<file path="src/rtl/seg_scan_counter.sv">
// seg_scan_counter
//   Multi-digit BCD up/down event counter with a scanned (time-multiplexed)
//   7-segment display driver.
//
//   The count updates on single-cycle inc/dec pulses with decimal carry and
//   borrow. At the limits it either wraps, pulsing `wrap` for one cycle, or
//   saturates, as chosen by `sat_mode`. A free-running divider steps the
//   display through the digits, holding each one for SCAN_DIV cycles.
//
//   Handshake: there is none. inc/dec/clr are plain level-sampled strobes.
//   Every cycle one of them is high is acted on, so back-to-back pulses each
//   count.
//
// Parameters
//   DIGITS         number of BCD digits / select lines (1..8)
//   SCAN_DIV       clk cycles each digit is driven (>= 2)
//   SEG_ACTIVE_LOW 1 = segment/select outputs active-low
//   BLANK_LEADING  1 = blank leading zero digits (digit 0 never blanked)
//
// Ports
//   clk       system clock, rising edge
//   rst       synchronous active-high reset
//   inc       count-up pulse
//   dec       count-down pulse
//   clr       synchronous clear of the count
//   sat_mode  0 = wrap at limits, 1 = saturate at limits
//   count     registered BCD value, digit i in bits [4i+3:4i]
//   wrap      one-cycle pulse on wrap-around
//   segment   bit0..6 = a..g, bit7 = dp
//   select    one-hot digit enable, bit i drives digit i
module seg_scan_counter #(
  parameter int DIGITS         = 4,
  parameter int SCAN_DIV       = 50000,
  parameter bit SEG_ACTIVE_LOW = 1'b1,
  parameter bit BLANK_LEADING  = 1'b1
) (
  input  logic                clk,
  input  logic                rst,
  input  logic                inc,
  input  logic                dec,
  input  logic                clr,
  input  logic                sat_mode,
  output logic [4*DIGITS-1:0] count,
  output logic                wrap,
  output logic [7:0]          segment,
  output logic [DIGITS-1:0]   select
);

  localparam int IDX_W = (DIGITS > 1) ? $clog2(DIGITS) : 1;
  localparam int DIV_W = $clog2(SCAN_DIV);

  localparam logic [DIV_W-1:0]    DIV_LAST  = DIV_W'(SCAN_DIV - 1);
  localparam logic [IDX_W-1:0]    IDX_LAST  = IDX_W'(DIGITS - 1);
  localparam logic [4*DIGITS-1:0] ALL_NINES = {DIGITS{4'h9}};

  // Output polarity masks: XOR-ing with these converts active-high to the
  // configured polarity.
  localparam logic [7:0]        SEG_POL = {8{SEG_ACTIVE_LOW}};
  localparam logic [DIGITS-1:0] SEL_POL = {DIGITS{SEG_ACTIVE_LOW}};

  // Active-high glyph table, dp (bit 7) always off.
  function automatic logic [7:0] decode(input logic [3:0] d);
    case (d)
      4'd0:    decode = 8'h3F;
      4'd1:    decode = 8'h06;
      4'd2:    decode = 8'h5B;
      4'd3:    decode = 8'h4F;
      4'd4:    decode = 8'h66;
      4'd5:    decode = 8'h6D;
      4'd6:    decode = 8'h7D;
      4'd7:    decode = 8'h07;
      4'd8:    decode = 8'h7F;
      4'd9:    decode = 8'h6F;
      default: decode = 8'h00;
    endcase
  endfunction

  // --------------------------------------------------------------------
  // BCD increment / decrement
  // The carry (borrow) ripples upward only while the lower digits are all
  // 9 (0). So a carry still pending after the top digit means the count
  // was all-9s (all-0s).
  // --------------------------------------------------------------------
  logic [4*DIGITS-1:0] count_inc;
  logic [4*DIGITS-1:0] count_dec;
  logic                carry;
  logic                borrow;

  always_comb begin
    count_inc = count;
    count_dec = count;
    carry     = 1'b1;
    borrow    = 1'b1;
    for (int i = 0; i < DIGITS; i++) begin
      if (carry) begin
        if (count[4*i +: 4] == 4'd9) begin
          count_inc[4*i +: 4] = 4'd0;
        end else begin
          count_inc[4*i +: 4] = count[4*i +: 4] + 4'd1;
          carry = 1'b0;
        end
      end
      if (borrow) begin
        if (count[4*i +: 4] == 4'd0) begin
          count_dec[4*i +: 4] = 4'd9;
        end else begin
          count_dec[4*i +: 4] = count[4*i +: 4] - 4'd1;
          borrow = 1'b0;
        end
      end
    end
  end

  // Priority: rst > clr > (inc & dec cancel) > inc > dec.
  always_ff @(posedge clk) begin
    if (rst) begin
      count <= '0;
      wrap  <= 1'b0;
    end else begin
      wrap <= 1'b0;
      if (clr) begin
        count <= '0;
      end else if (inc && !dec) begin
        if (!carry) begin
          count <= count_inc;
        end else if (!sat_mode) begin
          count <= '0;
          wrap  <= 1'b1;
        end
      end else if (dec && !inc) begin
        if (!borrow) begin
          count <= count_dec;
        end else if (!sat_mode) begin
          count <= ALL_NINES;
          wrap  <= 1'b1;
        end
      end
    end
  end

  // --------------------------------------------------------------------
  // Scan divider and digit index
  // --------------------------------------------------------------------
  logic [DIV_W-1:0] div_q;
  logic [IDX_W-1:0] idx_q;
  logic [IDX_W-1:0] idx_nxt;

  always_comb begin
    idx_nxt = idx_q;
    if (div_q == DIV_LAST) begin
      idx_nxt = (idx_q == IDX_LAST) ? '0 : idx_q + 1'b1;
    end
  end

  always_ff @(posedge clk) begin
    if (rst) begin
      div_q <= '0;
      idx_q <= '0;
    end else begin
      div_q <= (div_q == DIV_LAST) ? '0 : div_q + 1'b1;
      idx_q <= idx_nxt;
    end
  end

  // --------------------------------------------------------------------
  // Leading-zero blanking
  // Walking down from the top digit, a digit is blanked while everything
  // at and above it is zero. Digit 0 is never blanked.
  // --------------------------------------------------------------------
  logic [3:0]        digit_val [DIGITS];
  logic [DIGITS-1:0] blank;
  logic              upper_zero;

  always_comb begin
    upper_zero = 1'b1;
    blank      = '0;
    for (int i = DIGITS - 1; i >= 0; i--) begin
      digit_val[i] = count[4*i +: 4];
      upper_zero   = upper_zero && (count[4*i +: 4] == 4'd0);
      if (BLANK_LEADING && (i > 0)) begin
        blank[i] = upper_zero;
      end
    end
  end

  // --------------------------------------------------------------------
  // Display stage
  // The display registers are fed by the index value being loaded on this
  // same edge (idx_nxt). This lets select/segment switch together with
  // the index instead of one cycle behind it, so every digit gets exactly
  // SCAN_DIV cycles.
  // --------------------------------------------------------------------
  logic [7:0]        glyph;
  logic [DIGITS-1:0] sel_onehot;

  always_comb begin
    glyph      = blank[idx_nxt] ? 8'h00 : decode(digit_val[idx_nxt]);
    sel_onehot = DIGITS'(1) << idx_nxt;
  end

  always_ff @(posedge clk) begin
    if (rst) begin
      select  <= DIGITS'(1) ^ SEL_POL;
      segment <= decode(4'd0) ^ SEG_POL;
    end else begin
      select  <= sel_onehot ^ SEL_POL;
      segment <= glyph ^ SEG_POL;
    end
  end

endmodule

</file>
<file path="config.mk">
export PLATFORM = sky130hd
export DESIGN_NAME = seg_scan_counter
export DESIGN_NICKNAME = d
export VERILOG_FILES = /design/src/rtl/seg_scan_counter.sv
export SDC_FILE = /design/constraint.sdc
export NUM_CORES = 1
export LEC_CHECK = 0
export BUFFER_PORTS_ARGS = -buffer_cell sky130_fd_sc_hd__buf_2
export CAP_MARGIN = 0
export CORE_MARGIN = 10
export CORE_UTILIZATION = 56
export CTS_CLUSTER_SIZE = 25
export DETAILED_ROUTE_END_ITERATION = 6
export GPL_TIMING_DRIVEN = 0
export PLACE_DENSITY = 0.77
export SYNTH_ARGS = -nofsm -noshare
export SYNTH_HDL_FRONTEND = slang
export SYNTH_SLANG_ARGS = --single-unit
</file>
<file path="constraint.sdc">
create_clock -name clk -period 3.3 [get_ports clk]
set_clock_uncertainty 0.1 [all_clocks]
set_input_delay 0.495 -clock clk [delete_from_list [all_inputs] [get_ports clk]]
set_output_delay 0.495 -clock clk [all_outputs]
set_load 0.1 [all_outputs]
</file>
==> results.yml <==
synthesis:
  synth.top_cell.area_share_pct: 32.5
  synth_area_um2: 2830
  syn_area_per_cell_um2: 8.41
  netlist_top_cells_count: "dfxtp_1, nor2_1, a21oi_1, nand2_1, ha_1"
  ys_warn_count: 0
  syn_nets: 366
  synthFlopType: "dfxtp_1"
  synth_top_cell_by_area: "dfxtp_1"
  synth.distinct_cells: 55
  yosys_register_bits: 46
  synth-async-reset-ratio_pct: 0
  synth-edff-count: 0
  postSynthCellCount: 337
  yosysSeqAreaShare_pct: 32.5
  yosysMostFrequentCell: "dfxtp_1"
  synth.area.top_cells: "dfxtp_1, ha_1, nor2_1, a21oi_1, o21ai_0"
floorplanning:
  die_x_um: 91.1
  die_y_um: 91.1
  core_area_um2: 4820
  dieArea_um2: 8300
  initial_core_util_pct: 58.8
  rows: 25
  io_pins: 35
drt:
  dr_total_vias: 2566
  dr.pass1.iters: 4
  ant_nets: 0
  avgViaCountPerCell: 5.77
  drt_wl_total_um: 6530
  routedWlPerCell_um: 14.7
  drt_iter0_markers: 162
  drc_errors: 0
sta:
  slew_viol_final: 0
  finalSetupViolations: 0
  rsz0062_at_grt: "false"
  finalHoldViolCount: 0
  fmax_mhz: 342
  tightest_slew_ns: 0.604
  period_minus_slack_ns: 2.92
  fin_ws_ns: 0.379
  finalCritPeriodShare_pct: 88.5
  setup_tns_ns: 0
  max_slew_margin_pct: 59.6
  hold-worst-slack_ns: 0.265
global_routing:
  antenna_found_initial: 0
  globalRouteOverflowTotal: 0
  grt_util_all_layers_pct: 15.8
  grt_max_degree: 14
  grt_pass1_vias: 2398
  grt_pass1_wl_um: 11300
cells_and_area:
  multiInputGateArea_um2: 1790
  antenna_cells: 0
  finish.utilization_pct: 66.4
  seqCellArea_um2: 921
  fill_cells: 411
  area_delta_synth_final_pct: 12.9
  drive_above_1_share_pct: 16.9
  nets: 406
clock_network:
  root_buffer: "clkbuf_8"
  postCtsHoldBufs: 0
  clk_path_buf_depth: 2
  cts_resized: 0
  clk_latency_ns: 0.30
  path_clk_slew_ns: 0.09
  postCtsSetupRepairBufs: 0
  numCtsBuffers: 5
  cts_sinks: 46
  cts_htree_levels: 2
  cts_tree: "yes"
power_and_ir_drop:
  total_leakage_power_nw: 1.27
  powerDensity_nw_per_um2: 445
  irDropWorstVdd_uv: 187
  p_total_mw: 1.42
worst_hold_path:
  hold_depth: 2
  hold_path_class: "input pin to flip-flop"
placed_design:
  io_buffer_count: 33
  gp_congestion: 0.849
  place_ws_ns: 0.268
  post-dp-hpwl_um: 4810
critical_path:
  arrival_ns: 3.05
  worstPathRequired_ns: 3.42
  startpoint_type: "flip-flop"
  critical_path_peak_fanout: 7
  crit_type: "flip-flop to flip-flop"
  cp-end-kind: "flip-flop"
  r2r_cells: 11
run:
  maxCapViolCount: 0
outcome:
  outcome: "finished, final reports clean"
final timing paths:
kind / from / to / slack (ns)
max reg2reg: div_q[0]$_SDFF_PP0_ / segment[4]$_SDFF_PP0_ / 0.38
min reg2reg: div_q[0]$_SDFF_PP0_ / div_q[0]$_SDFF_PP0_ / 0.36
min: sat_mode / wrap$_SDFF_PP0_ / 0.27
max: div_q[0]$_SDFF_PP0_ / segment[4]$_SDFF_PP0_ / 0.38
cells by family (layout without fill, tap and decap cells):
| group | Yosys count | after routing | share of synthesized area [%] |
|---|---|---|---|
| AOI/OAI and AO/OA | 87 | 87 | 20.5 |
| other | 1 | 1 | 0.132 |
| muxes | 9 | 9 | 3.84 |
| DFF | 46 | 46 | 32.5 |
| buffers and inverters | 33 | 74 | 4.59 |
| xor gates and xnor gates | 13 | 13 | 4.02 |
| and+or+nand+nor | 125 | 125 | 24.3 |
| adders and majority gates | 23 | 23 | 10.2 |
layer usage:
metal / vias to the layer above / global-route usage [%] / part of all wire (%) / routed length, um
li1: 1301 / - / - / -
met1: 1185 / 19.8 / 47 / 3040
met2: 70 / 25.9 / 46 / 3000
met3: 10 / 4.28 / 5.9 / 386
met4: 0 / 4.70 / 1.6 / 106
met5: - / 0 / 0 / 0
registers in the layout, indices dropped and copies added (netlist names):
register	flops
wrap	1
segment	7
select	4
div_q	16
idx_q	2
count	16
where the power goes:
part | internal (mW) | switching [mW]
registers | 0.577 | 0.0264
logic | 0.111 | 0.294
clock network | 0.227 | 0.190
total | 0.914 | 0.510
cells in the final DEF (no fill, tap or decap), types with 3 or more instances in the layout:
cell	synthesis	final
clkbuf_1	10	12
nor3_1	4	4
nand4_1	4	4
o21ai_0	20	20
a311oi_1	7	7
nor2_1	36	36
dfxtp_1	46	46
a32oi_1	5	4
ha_1	23	23
nand2_1	26	26
a21oi_1	26	26
o221a_2	4	4
xnor2_1	11	11
mux2i_1	6	5
nand3b_1	5	5
buf_2	2	35
a211oi_1	3	3
or3b_2	3	3
and3_1	7	7
nand2b_1	6	6
nand3_1	11	11
o21a_1	3	3
a31oi_1	5	5
inv_1	20	20
clkbuf_8	0	5
or3_1	4	4
cell type report:
class / count / share of cell area (%)
Timing Repair Buffer: 33 / 5.16
Clock inverter: 1 / 0.939
Inverter: 20 / 2.35
Buffer: 13 / 1.72
Tap cell: 67 / 2.62
Sequential cell: 46 / 28.8
Multi-Input combinational cell: 258 / 56.0
Clock buffer: 7 / 2.39
metrics by stage:
step	cell area [um2]	instances
floorplan	2830	337
global placement	3080	437
detailed placement	3080	437
CTS	3190	445
global route	3200	445
finish	3200	445
worst max-delay path: stages, from the launching register on:
cell      delay, ns
dfxtp_1        0.36
ha_1           0.20
and3_1         0.16
clkbuf_1       0.23
nand4_2        0.19
mux2i_2        0.43
a21oi_1        0.07
a32oi_1        0.37
inv_1          0.20
ha_1           0.23
a41o_1         0.18
a31oi_1        0.12
(Power assumes the default switching activity.)
